--- config.mk ---
export PLATFORM = sky130hd
export DESIGN_NAME = hwpe_stream_serialize_ctrl
export DESIGN_NICKNAME = d
export VERILOG_FILES = /design/src/rtl/hwpe_stream_serialize_ctrl.sv
export SDC_FILE = /design/constraint.sdc
export NUM_CORES = 1
export LEC_CHECK = 0
export BUFFER_PORTS_ARGS = -buffer_cell sky130_fd_sc_hd__buf_4
export CORE_ASPECT_RATIO = 1.5
export CORE_MARGIN = 2
export CORE_UTILIZATION = 40
export DETAILED_ROUTE_END_ITERATION = 7
export PLACE_DENSITY = 0.61
export SYNTH_ARGS = -nofsm -noshare
export SYNTH_HDL_FRONTEND = slang
export SYNTH_SLANG_ARGS = --single-unit
--- constraint.sdc ---
create_clock -name clk_i -period 3.6 [get_ports clk_i]
set_input_delay 1.08 -clock clk_i [delete_from_list [all_inputs] [get_ports clk_i]]
set_output_delay 1.08 -clock clk_i [all_outputs]
set_load 0.02 [all_outputs]
--- src/rtl/hwpe_stream_serialize_ctrl.sv ---
// Job sequencer for the stream serializer. It gates valid/ready so that exactly
// NB_IN_STREAMS*(nb_contig_m1+1)*nb_rounds handshakes pass per job, then pulses done.
module hwpe_stream_serialize_ctrl #(
  parameter int unsigned NB_IN_STREAMS = 2,
  parameter int unsigned CONTIG_LIMIT  = 1024,
  parameter int unsigned ROUND_WIDTH   = 16,
  localparam int unsigned CW = $clog2(CONTIG_LIMIT),
  localparam int unsigned SW = (NB_IN_STREAMS > 1) ? $clog2(NB_IN_STREAMS) : 1
) (
  input  logic                   clk_i,
  input  logic                   rst_ni,
  input  logic                   clear_i,
  input  logic                   start_i,
  input  logic [ROUND_WIDTH-1:0] nb_rounds_i,
  input  logic [CW-1:0]          nb_contig_m1_i,
  output logic                   busy_o,
  output logic                   done_o,
  output logic                   serdes_clear_o,
  output logic [CW-1:0]          nb_contig_m1_o,
  output logic [SW-1:0]          cur_stream_o,
  output logic [ROUND_WIDTH-1:0] cur_round_o,
  input  logic                   in_valid_i,
  output logic                   in_ready_o,
  output logic                   out_valid_o,
  input  logic                   out_ready_i
);

  typedef enum logic [1:0] {IDLE, INIT, RUN, DONE} state_e;

  state_e                 state_q, state_d;
  logic [ROUND_WIDTH-1:0] nb_rounds_q, nb_rounds_d;
  logic [CW-1:0]          nb_contig_m1_q, nb_contig_m1_d;
  logic [CW-1:0]          contig_q, contig_d;
  logic [SW-1:0]          stream_q, stream_d;
  logic [ROUND_WIDTH-1:0] round_q, round_d;

  logic hs, last_contig, last_stream, last_round;

  assign hs          = (state_q == RUN) & in_valid_i & out_ready_i;
  assign last_contig = (contig_q == nb_contig_m1_q);
  assign last_stream = (stream_q == SW'(NB_IN_STREAMS - 1));
  assign last_round  = (round_q == nb_rounds_q - ROUND_WIDTH'(1));

  always_comb begin
    state_d        = state_q;
    nb_rounds_d    = nb_rounds_q;
    nb_contig_m1_d = nb_contig_m1_q;
    contig_d       = contig_q;
    stream_d       = stream_q;
    round_d        = round_q;
    unique case (state_q)
      IDLE: if (start_i) begin
        nb_rounds_d    = nb_rounds_i;
        nb_contig_m1_d = nb_contig_m1_i;
        contig_d       = '0;
        stream_d       = '0;
        round_d        = '0;
        state_d        = INIT;
      end
      INIT: state_d = (nb_rounds_q == '0) ? DONE : RUN;
      RUN: if (hs) begin
        // Nested wrap: contig inside stream inside round; the last beat wraps all to 0.
        if (last_contig) begin
          contig_d = '0;
          if (last_stream) begin
            stream_d = '0;
            round_d  = last_round ? '0 : round_q + ROUND_WIDTH'(1);
          end else begin
            stream_d = stream_q + SW'(1);
          end
        end else begin
          contig_d = contig_q + CW'(1);
        end
        if (last_contig && last_stream && last_round) state_d = DONE;
      end
      DONE: state_d = IDLE;
      default: state_d = IDLE;
    endcase
    if (clear_i) begin
      state_d        = IDLE;
      nb_rounds_d    = '0;
      nb_contig_m1_d = '0;
      contig_d       = '0;
      stream_d       = '0;
      round_d        = '0;
    end
  end

  always_ff @(posedge clk_i or negedge rst_ni) begin
    if (!rst_ni) begin
      state_q        <= IDLE;
      nb_rounds_q    <= '0;
      nb_contig_m1_q <= '0;
      contig_q       <= '0;
      stream_q       <= '0;
      round_q        <= '0;
    end else begin
      state_q        <= state_d;
      nb_rounds_q    <= nb_rounds_d;
      nb_contig_m1_q <= nb_contig_m1_d;
      contig_q       <= contig_d;
      stream_q       <= stream_d;
      round_q        <= round_d;
    end
  end

  assign busy_o         = (state_q == INIT) | (state_q == RUN);
  assign done_o         = (state_q == DONE);
  assign serdes_clear_o = (state_q == INIT) | clear_i;
  assign nb_contig_m1_o = nb_contig_m1_q;
  assign cur_stream_o   = stream_q;
  assign cur_round_o    = round_q;
  assign out_valid_o    = (state_q == RUN) & in_valid_i;
  assign in_ready_o     = (state_q == RUN) & out_ready_i;

endmodule
---- Word-level counts from Yosys, hierarchy flattened ----
Index checks and enable logic that the tools add are counted.
word-level totals
  register bits after elaboration ......... 55
  bits of input ports ..................... 32
  output and inout bits ................... 32
  logic and storage cells ................. 67
operators by class
  add/subtract/negate cells ............... 4
  equal/unequal tests ..................... 10
  muxes and demuxes ....................... 30
  bitwise logic cells ..................... 5
  reduce and logical (&&, ||, !) cells .... 12
operators by type and width
  cell                     count
  $mux W16                 9
  $mux W10                 7
  $pmux W16 S2             1
  $pmux W10 S2             1
  $add A16 B1 Y16 const B  1
  $eq A16 B16 Y1           1
  $logic_not A16 Y1        1
  $sub A16 B1 Y16 const B  1
  $ne A3 B3 Y1 const B     4
  $add A10 B1 Y10 const B  1
  $eq A10 B10 Y1           1
  $mux W2                  4
  $pmux W2 S4              1
  $mux W1                  6
  $reduce_and A3 Y1        2
  $reduce_and A5 Y1        1
  $eq A2 B2 Y1 const B     2
  $reduce_and A4 Y1        1
  $reduce_bool A2 Y1       2
  $and A1 B1 Y1            3
  $ne A3 B2 Y1 const B     1
  $reduce_bool A3 Y1       1
  $eq A2 B1 Y1 const B     1
  $logic_and A1 B1 Y1      2
  other kinds (5)          6

---- Longest topological paths before layout ----
Gate-level depths: netlist of run 1.
  depth after elaboration ................. 8
  mapped depth ............................ 11
  mapped depth without buffers ............ 9

---- Worst setup path after synthesis of run 1 ----
Ideal clock, no wire load.
  kind .................................... input to register
  start point ............................. input port out_ready_i
  end point ............................... register round_q[0] (netlist: cur_round_o[0])
  setup time .............................. 0.138 ns
  arrival ................................. 2.720 ns
  required time ........................... 3.462 ns
  setup slack ............................. 0.742 ns
  stages .................................. 9
  buffers on the path ..................... 2
  cells stage by stage .................... a21bo_2 -> a21oi_1 -> or2_2 -> clkbuf_1 -> a21o_1 -> clkbuf_1 -> inv_1 -> nand3_1 -> o21ai_0
on the way
  word-level cells in the longest chain between the ends .. 3
RTL lines
  what                                line  RTL
  from (decl)                         25    input logic out_ready_i
  $and A1 B1 Y1                       39    assign hs = (state_q == RUN) & in_valid_i & out_ready_i;
  $ne A3 B3 Y1 (no source line)       --
  $reduce_and A5 Y1 (no source line)  --
  to (signal assigned)                103   round_q <= round_d;
  to (decl)                           35    logic [ROUND_WIDTH-1:0] round_q, round_d;
No other way between the ends.
A chain may end at the register's enable or synchronous reset.

---- Final worst setup path of run 1 ----
  start point ............................. register nb_rounds_q[4]
  end point ............................... register round_q[8] (netlist: cur_round_o[8])
on the way
  word-level cells in the longest chain between the ends .. 8
RTL lines
  what                    line  RTL
  from (decl)             31    logic [ROUND_WIDTH-1:0] nb_rounds_q, nb_rounds_d;
  from (signal assigned)  99    nb_rounds_q <= nb_rounds_d;
  $sub A16 B1 Y16         42    assign last_round = (round_q == nb_rounds_q - ROUND_WIDTH'(1));
  $eq A16 B16 Y1          42
  $mux W16                67    round_d = last_round ? '0 : round_q + ROUND_WIDTH'(1);
  $mux W16                65    if (last_stream) begin
  $mux W16                63    if (last_contig) begin
  $mux W16                61    RUN: if (hs) begin
  $pmux W16 S2            51    unique case (state_q)
  $mux W16                79    if (clear_i) begin
No other way between the ends. The select of a mux whose other input is x is not followed.

==> results of run 1 <==
==> metrics by stage <==
step	util, %	setup slack, ns
after detailed placement	47.8	0.528
after floorplan	-	0.742
after global routing	49.5	0.292
final	49.5	0.485
after CTS	49.5	0.513
after global placement	47.8	0.592
==> per-layer routing <==
metal	GRT usage (%)	up-vias	wire length (um)
li1	-	1574	-
met1	24.0	1498	3660
met2	35.6	73	4900
met3	2.98	14	312
met4	7.31	0	183
met5	0	-	0
==> registers in the layout, indices dropped and copies added (netlist names) <==
| name | cells |
|---|---|
| nb_contig_m1_o | 10 |
| cur_stream_o | 1 |
| state_q | 2 |
| cur_round_o | 16 |
| nb_rounds_q | 16 |
| contig_q | 10 |
==> worst max-delay path, cell delays in order (launching register included) <==
cell      delay, ns
dfrtp_1        0.45
or4_1          0.69
or4_1          0.56
o211ai_1       0.12
a31oi_1        0.11
a2111o_1       0.53
buf_4          0.26
a31oi_1        0.18
o22ai_1        0.09
==> final cells by class <==
type	instances	area share, %
multi-input combinational	316	46.6
clock buffer	5	2.98
tap	107	3.19
timing repair buffer	68	12.2
sequential	55	32.8
clock inverter	3	0.477
inverter	20	1.79
==> cells in the mapped netlist, types with 2 or more instances <==
master / number / area share [%]
nor3b_1: 2 / 0.43
or3_1: 4 / 0.71
nand2_1: 52 / 5.6
nor2_1: 12 / 1.3
nand3b_1: 3 / 0.64
a21oi_1: 7 / 1.0
mux2i_1: 6 / 1.7
or2_2: 2 / 0.36
a21o_1: 2 / 0.43
o211ai_1: 3 / 0.64
nor3_1: 12 / 1.7
dfrtp_1: 55 / 39
o21ai_1: 2 / 0.29
buf_1: 2 / 0.21
and3_1: 6 / 1.1
o31a_1: 3 / 0.75
xnor2_1: 14 / 3.5
xor2_1: 14 / 3.5
buf_6: 3 / 0.96
nand2b_1: 30 / 5.3
o21a_1: 2 / 0.43
o31ai_1: 4 / 0.86
ha_1: 8 / 2.9
or4_1: 4 / 0.86
o22ai_1: 7 / 1.2
nor2b_1: 4 / 0.71
nand3_1: 17 / 2.4
clkbuf_1: 19 / 2.0
o21ai_0: 44 / 6.3
nor4_1: 7 / 1.2
and2_1: 3 / 0.53
nand4_1: 16 / 2.9
a31oi_1: 14 / 2.5
inv_1: 20 / 2.1
==> logic make-up (layout without fill, tap and decap cells) <==
| kind of cell | Yosys count | in the layout |
|---|---|---|
| AOI/OAI and AO/OA | 95 | 95 |
| xor gates and xnor gates | 29 | 29 |
| adders and majority gates | 8 | 8 |
| buffers and inverters | 45 | 96 |
| DFF | 55 | 55 |
| muxes | 6 | 6 |
| and+or+nand+nor | 178 | 178 |
==> worst max-delay path by stage <==
stage / from / to
after global placement: nb_rounds_q[4] / cur_round_o[5]
final: nb_rounds_q[4] / cur_round_o[8]
after detailed placement: nb_rounds_q[4] / cur_round_o[8]
after global routing: nb_rounds_q[4] / cur_round_o[9]
after floorplan: out_ready_i / cur_round_o[0]
after CTS: nb_rounds_q[4] / cur_round_o[8]
==> cells in the final DEF (no fill, tap or decap), types with 4 or more instances in the layout <==
cell	count
a21oi_1	6
a31oi_1	14
and3_1	6
buf_4	68
clkbuf_16	5
dfrtp_1	55
ha_1	8
inv_1	20
mux2i_1	6
nand2_1	52
nand2b_1	30
nand3_1	17
nand4_1	16
nor2_1	12
nor2b_1	4
nor3_1	12
nor4_1	7
o21ai_0	44
o22ai_1	7
o31ai_1	4
or3_1	4
or4_1	4
xnor2_1	14
xor2_1	14
==> power by group through the flow <==
| stage | clock network [mW] | registers (mW) | logic (mW) |
|---|---|---|---|
| after detailed placement | 0 | 0.795 | 0.866 |
| after global placement | 0 | 0.792 | 0.853 |
| after floorplan | 0 | 0.791 | 0.587 |
| after global routing | 0.537 | 0.796 | 0.960 |
| after CTS | 0.511 | 0.783 | 0.872 |
| final | 0.492 | 0.783 | 0.863 |
==> run metrics, run 1 <==
status=finished clean; Worst Path Required=3.77 ns; clk root buf=clkbuf_16; setup bufs post-CTS=0; vias in the first global route=3,068; antenna violations before repair=0; Skew-Pair Late Insertion Delay=0.30 ns; sink of the worst hold path=nb_rounds_q[10]; largest net degree at the start of global routing=56; synthesis-to-finish area growth=19.5%; Starting Density=41.5%; input/output buffers=63; Routability Congestion=0.908; nets=506; Logic pwr share=40.4%; ANT cells=0; asr flop ratio synth=100%; cts bufs inserted=5; share of cells above drive strength 1=17.3%; Worst Skew=0.00624 ns; Fin. Hold Viols=0; Placed Cells=566; pwr/cell area=510 nW/um^2; Main synth FF type=dfrtp_1; sequential area share after synthesis=39.2%; fin cells=574; Final ANT Viol Nets=0; clock tree buffer depth=2; Reg2Reg Capture Point=cur_round_o[8]; Register Area=1380 um^2; post-synthesis cell type count=47; min Tclk post-route=3.11 ns; area post-placement=4050 um^2; Synth Area in Compound Gates=16.4%; drt drc=0; first-pass GRT wire length=15.1 mm; Net Count, Synth=456; I/O pins=64; cts hold-fix bufs=0; post-CTS sizing=0; drt pass-1 iters=4; sw power=0.848 mW; hold crit path type=reg -> reg; post-route cell area=4190 um^2; Total Wirelength=9.05 mm; Arrival @ worst endpoint=3.29 ns; DR vias=3,159; # setup viols final=0; Std-Cell Rows=41; Post-Synth Adder-Cell Area=2.85%; initial DRC count=155; startpoint types=flip-flop; XOR/XNOR Fraction of Synth Area=7.63%; CTS tree=built; Hold Path Depth=2; placeable core region=8460 um^2; final setup TNS=0 ns; R2R setup slack=0.49 ns; Internal Pwr Total=1.29 mW; YS warnings=0; Die Y-Extent=119 um; min-delay src=nb_rounds_q[10]; Rel. slew slack=52.4%; total clock sinks=55; max-cap viol count=0; post-detail-place hpwl=6.60 mm; CP max FO=13; Pwr Total=2.14 mW; sequential power share=36.6%; Pins Over Slew Limit=0; worst vdd ir=309 uV; Die W=80.5 um; EDFF count, synth=0; mux share of post-synthesis cell area=1.71%; WHS=0.528 ns; H-tree level count=2; Worst-Margin Slew=0.714 ns; Synth Cell Area=3510 um^2; Avg Cell Area, Syn=8.44 um^2; R2R cell count=8; Crit Path Category=reg -> reg; Worst Setup End Kind=flip-flop; area of the multi-input gates=1950 um^2; Clock transition at path regs=0.07 ns; period utilization=86.5%; #FFs+latches synth=55; fmax=321 MHz; vias per inst=5.50; FILL cells=860; Syn Inst Count=416; part of the power in the clock network=23.0%; RSZ-0062 raised after global routing=false; GRT overflow=0; leakage power=1.82 nW; drt wl/cell=15.8 um; Simple-Gate Fraction of Synth Area=26.8%; largest family of logic cells by synthesized area=simple AND/OR/NAND/NOR gates; GR Util All Layers=20.1%; die area=9560 um^2; reg2reg start=nb_rounds_q[4]; Sw Ratio=39.7%
No activity file was read; power rests on OpenSTA's default activity.
==> run 2, diff against run 1 <==
==> constraint.sdc (replaced) <==
create_clock -name clk_i -period 3.6 [get_ports clk_i]
set_input_delay 0.72 -clock clk_i [delete_from_list [all_inputs] [get_ports clk_i]]
set_output_delay 0.72 -clock clk_i [all_outputs]
set_load 0.02 [all_outputs]
==> run 2 against run 1 <==
  * Global-route usage down 0.23 points
  * Via count up 0.25%
  * Wire length down 1.6%
  * Fmax up 0.18%
  * Hold slack worse by 0.055 ns
  * Die area unchanged
  * Worst setup slack better by 0.0057 ns
  * Critical path depth unchanged
  * Sequential share of layout area down 0.059 points
  * Sequential power about the same
  * Largest cell class unchanged
  * Largest power group unchanged
==> run metrics, run 2 (same netlist as run 1, synthesis figures left out) <==
min Tclk post-route=3.11 ns; first-pass GRT wire length=15.2 mm; GRT overflow=0; Fin. Hold Viols=0; fmax=322 MHz; final setup TNS=0 ns; clock tree buffer depth=2; Die W=80.5 um; setup bufs post-CTS=0; drt wl/cell=15.5 um; clk root buf=clkbuf_16; CP max-delay cell=or4_1; Final ANT Viol Nets=0; synthesis-to-finish area growth=19.7%; CP cell instances=or4_1 > or4_1 > o211ai_1 > a31oi_1 > a2111o_1 > buf_4 > a31oi_1 > o22ai_1; CP peak stage delay=0.68 ns; max-cap viol count=0; post-CTS sizing=0; RSZ-0062 raised after global routing=false; post-detail-place hpwl=6.71 mm; CTS tree=built; DR vias=3,167; share of cells above drive strength 1=17.3%; Pwr Total=2.15 mW; vias per inst=5.52; Worst-Margin Slew=0.714 ns; Worst Path Required=3.77 ns; H-tree level count=2; status=finished clean; Clock transition at path regs=0.08 ns; die area=9560 um^2; cts hold-fix bufs=0; Die Y-Extent=119 um; drt drc=0; GR Util All Layers=19.9%; leakage power=1.83 nW; Placed Cells=566; ANT cells=0; Starting Density=41.5%; # setup viols final=0; post-route cell area=4200 um^2; Total Wirelength=8.91 mm; Crit Path Category=reg -> reg; drt pass-1 iters=4; startpoint types=flip-flop; pwr/cell area=513 nW/um^2; cell family with most CP delay=simple AND/OR/NAND/NOR gates; vias in the first global route=3,162; total clock sinks=55; input/output buffers=63; initial DRC count=147; Stages on worst setup path=8; area post-placement=4050 um^2; CP startpoint=nb_rounds_q[4]; Std-Cell Rows=41; fin cells=574; R2R cell count=8; placeable core region=8460 um^2; CP max FO=13; period utilization=86.4%; reg2reg start=nb_rounds_q[4]; I/O pins=64; worst path bufs/invs=1; Worst Setup End Kind=flip-flop; Worst Skew=0.00550 ns; most frequent cells in the layout=68 x buf_4, 55 x dfrtp_1, 52 x nand2_1; cts bufs inserted=5; Skew-Pair Late Insertion Delay=0.30 ns; Arrival @ worst endpoint=3.28 ns; Rel. slew slack=52.4%; antenna violations before repair=0; nets=506; largest net degree at the start of global routing=56; Pins Over Slew Limit=0; hold crit path type=in -> async; worst vdd ir=306 uV; Routability Congestion=0.885; WHS=0.473 ns; most common cell after layout, fill and taps aside=buf_4
-- run 2: cell types whose count changed in the layout (fill, tap and decap cells not counted) --
cell	before	now
inv_8	0	1
inv_6	0	1
clkinvlp_4	2	1
clkinv_2	1	0
-- run 2: worst paths after layout --
path,endpoint,slack (ns)
hold / removal,nb_rounds_q[14],0.47
setup / recovery,cur_round_o[5],0.49
min in group clk_i,nb_rounds_q[10],0.52
max in group asynchronous,cur_round_o[3],2.66
setup reg to reg,cur_round_o[5],0.49
hold reg to reg,nb_rounds_q[10],0.52
-- run 2: worst register-to-register path: stages, from the launching register on --
cell and delay (ns):
dfrtp_1 0.46, or4_1 0.68, or4_1 0.57, o211ai_1 0.11, a31oi_1 0.10, a2111o_1 0.52, buf_4 0.26, a31oi_1 0.18
o22ai_1 0.09
-- run 2: area by class of cell --
| type | count | area [um^2] |
|---|---|---|
| multi-input cells | 316 | 1950 |
| clock inverters | 3 | 27.5 |
| flip-flops and latches | 55 | 1380 |
| inverters | 20 | 75.1 |
| well taps | 107 | 134 |
| repair buffers | 68 | 510 |
| clock buffers | 5 | 125 |
| fillers | 867 | 4260 |
-- run 2: metrics by stage --
stage               setup slack (ns)  util [%]
finish                         0.491      49.6
floorplan                      0.812         -
global route                   0.291      49.6
global placement               0.595      47.8
CTS                            0.503      49.6
detailed placement             0.525      47.8
-- run 2: report_power, final --
group | internal (mW) | switching, mW
Clock | 0.266 | 0.242
Combinational | 0.347 | 0.518
Sequential | 0.685 | 0.0950
-- run 2: metal layers --
metal / vias up / share of wire [%] / wire length, um / global-route usage [%]
met5: - / 0 / 0 / 0
met4: 0 / 2.2 / 193 / 5.83
met1: 1505 / 41 / 3690 / 24.7
met2: 75 / 53 / 4730 / 35.1
met3: 17 / 3.3 / 294 / 2.82
li1: 1570 / - / - / -
==> run 3, diff against run 2 <==
Settings changed: CORE_UTILIZATION 40 to 50, PLACE_DENSITY 0.61 to 0.73.
==> run 3 against run 2 <==
  * Final cell count is 5.2% lower
  * Utilization increased by 10 points
  * Critical endpoint unchanged
  * Sequential cell count did not move
  * Largest power group unchanged
  * Global-route usage up 2.4 points
  * Critical path type unchanged
  * Hold slack worse by 0.036 ns
==> run metrics, run 3 (same netlist as run 1, synthesis figures left out) <==
status=finished clean; GR Util All Layers=22.3%; Total Wirelength=8.39 mm; nets=505; startpoint types=flip-flop; fmax=323 MHz; Place WS=0.518 ns; pwr/cell area=486 nW/um^2; Worst-Margin Slew=1.03 ns; Logic pwr share=42.7%; CP startpoint=nb_rounds_q[4]; clk root buf=clkbuf_8; part of the power in the clock network=18.2%; CP peak stage delay=0.69 ns; Worst Skew=0.00383 ns; worst setup margin=0.506 ns; Crit Path Category=reg -> reg; total clock sinks=55; drt drc=0; Worst Setup End Kind=flip-flop; ANT cells=0; vias per inst=5.79; RSZ-0062 raised after global routing=false; CP max FO=13; initial DRC count=102; # setup viols final=0; Reg2Reg Capture Point=cur_round_o[5]; largest net degree at the start of global routing=56; most common cell after layout, fill and taps aside=buf_4; Worst Path Required=3.79 ns; most frequent cells in the layout=67 x buf_4, 55 x dfrtp_1, 52 x nand2_1; max-cap viol count=0; cts hold-fix bufs=0; CP max-delay cell=or4_1; input/output buffers=63; H-tree level count=2; synthesis-to-finish area growth=16.7%; Starting Density=51.2%; Final ANT Viol Nets=0; clock tree buffer depth=2; final core occ=59.8%; final setup TNS=0 ns; R2R cell count=8; Critical Path Sink=cur_round_o[5]; I/O pins=64; post-CTS sizing=0; worst vdd ir=273 uV; reg2reg start=nb_rounds_q[4]; FILL cells=633; antenna violations before repair=0; GRT overflow=0; post-detail-place hpwl=6.25 mm; leakage power=1.79 nW; Die Y-Extent=107 um; placeable core region=6850 um^2; sequential power share=39.1%; first-pass GRT wire length=13.6 mm; DR vias=3,150; Arrival @ worst endpoint=3.29 ns; CTS tree=built; Clock transition at path regs=0.11 ns; Fin. Hold Viols=0; drt pass-1 iters=5; CP cell instances=or4_1 > or4_1 > o211ai_1 > a31oi_1 > a2111o_1 > buf_4 > a31oi_1 > o22ai_1; Pins Over Slew Limit=0; WHS=0.437 ns; period utilization=85.9%; drt wl/cell=15.4 um; sw power=0.825 mW; share of cells above drive strength 1=17.2%; Std-Cell Rows=37; hold crit path type=in -> async; Routability Congestion=0.882; Rel. slew slack=31.2%; Skew-Pair Late Insertion Delay=0.31 ns; R2R setup slack=0.51 ns; vias in the first global route=2,995; setup bufs post-CTS=0; cts bufs inserted=5; Die W=72.4 um; Sw Ratio=41.4%; die area=7720 um^2; Internal Pwr Total=1.17 mW; min Tclk post-route=3.09 ns
-- run 3: worst min-delay path by stage --
stage / to / slack (ns) / cells after the start / from
floorplan: contig_q[0] / 0.42 / 0 / rst_ni
global placement: nb_rounds_q[10] / 0.50 / 2 / nb_rounds_q[10]
detailed placement: nb_rounds_q[10] / 0.51 / 2 / nb_rounds_q[10]
CTS: cur_round_o[0] / 0.47 / 1 / rst_ni
global route: cur_round_o[5] / 0.50 / 1 / rst_ni
finish: cur_round_o[0] / 0.44 / 1 / rst_ni
-- run 3: cell type report --
| class | count | area (um^2) | share of cell area [%] |
|---|---|---|---|
| well taps | 78 | 97.6 | 2.38 |
| inverters | 20 | 75.1 | 1.83 |
| clock buffers | 5 | 68.8 | 1.68 |
| multi-input cells | 316 | 1950 | 47.6 |
| repair buffers | 67 | 503 | 12.3 |
| flip-flops and latches | 55 | 1380 | 33.6 |
| clock inverters | 3 | 25.0 | 0.611 |
-- run 3: per-layer routing --
metal | global-route usage, % | part of all wire [%] | up-vias
li1 | - | - | 1565
met1 | 25.4 | 40 | 1504
met2 | 40.7 | 53 | 68
met3 | 2.91 | 4.1 | 13
met4 | 9.66 | 2.4 | 0
met5 | 0 | 0 | -
-- run 3: worst max-delay path, delay by kind of cell, from the launching register on --
family / cells / cell delay (ns)
simple gates: 2 / 1.25
compound gates: 5 / 1.00
buf+inv: 1 / 0.25
flops: 1 / 0.46
-- run 3: power groups by stage --
stage / Combinational, mW / Clock, mW / Sequential, mW
after floorplan: 0.587 / 0 / 0.791
after global placement: 0.838 / 0 / 0.787
after detailed placement: 0.855 / 0 / 0.791
after CTS: 0.858 / 0.368 / 0.780
after global routing: 0.953 / 0.387 / 0.793
final: 0.851 / 0.362 / 0.780
-- run 3: metrics by stage --
| step | instance area (um^2) | instances | power (mW) |
|---|---|---|---|
| 2_1_floorplan | 3510 | 416 | 1.38 |
| 3_3_place_gp | 4010 | 536 | 1.62 |
| 3_5_place_dp | 4010 | 536 | 1.65 |
| 4_1_cts | 4100 | 544 | 2.01 |
| 5_1_grt | 4100 | 544 | 2.13 |
| 6_report | 4100 | 544 | 1.99 |
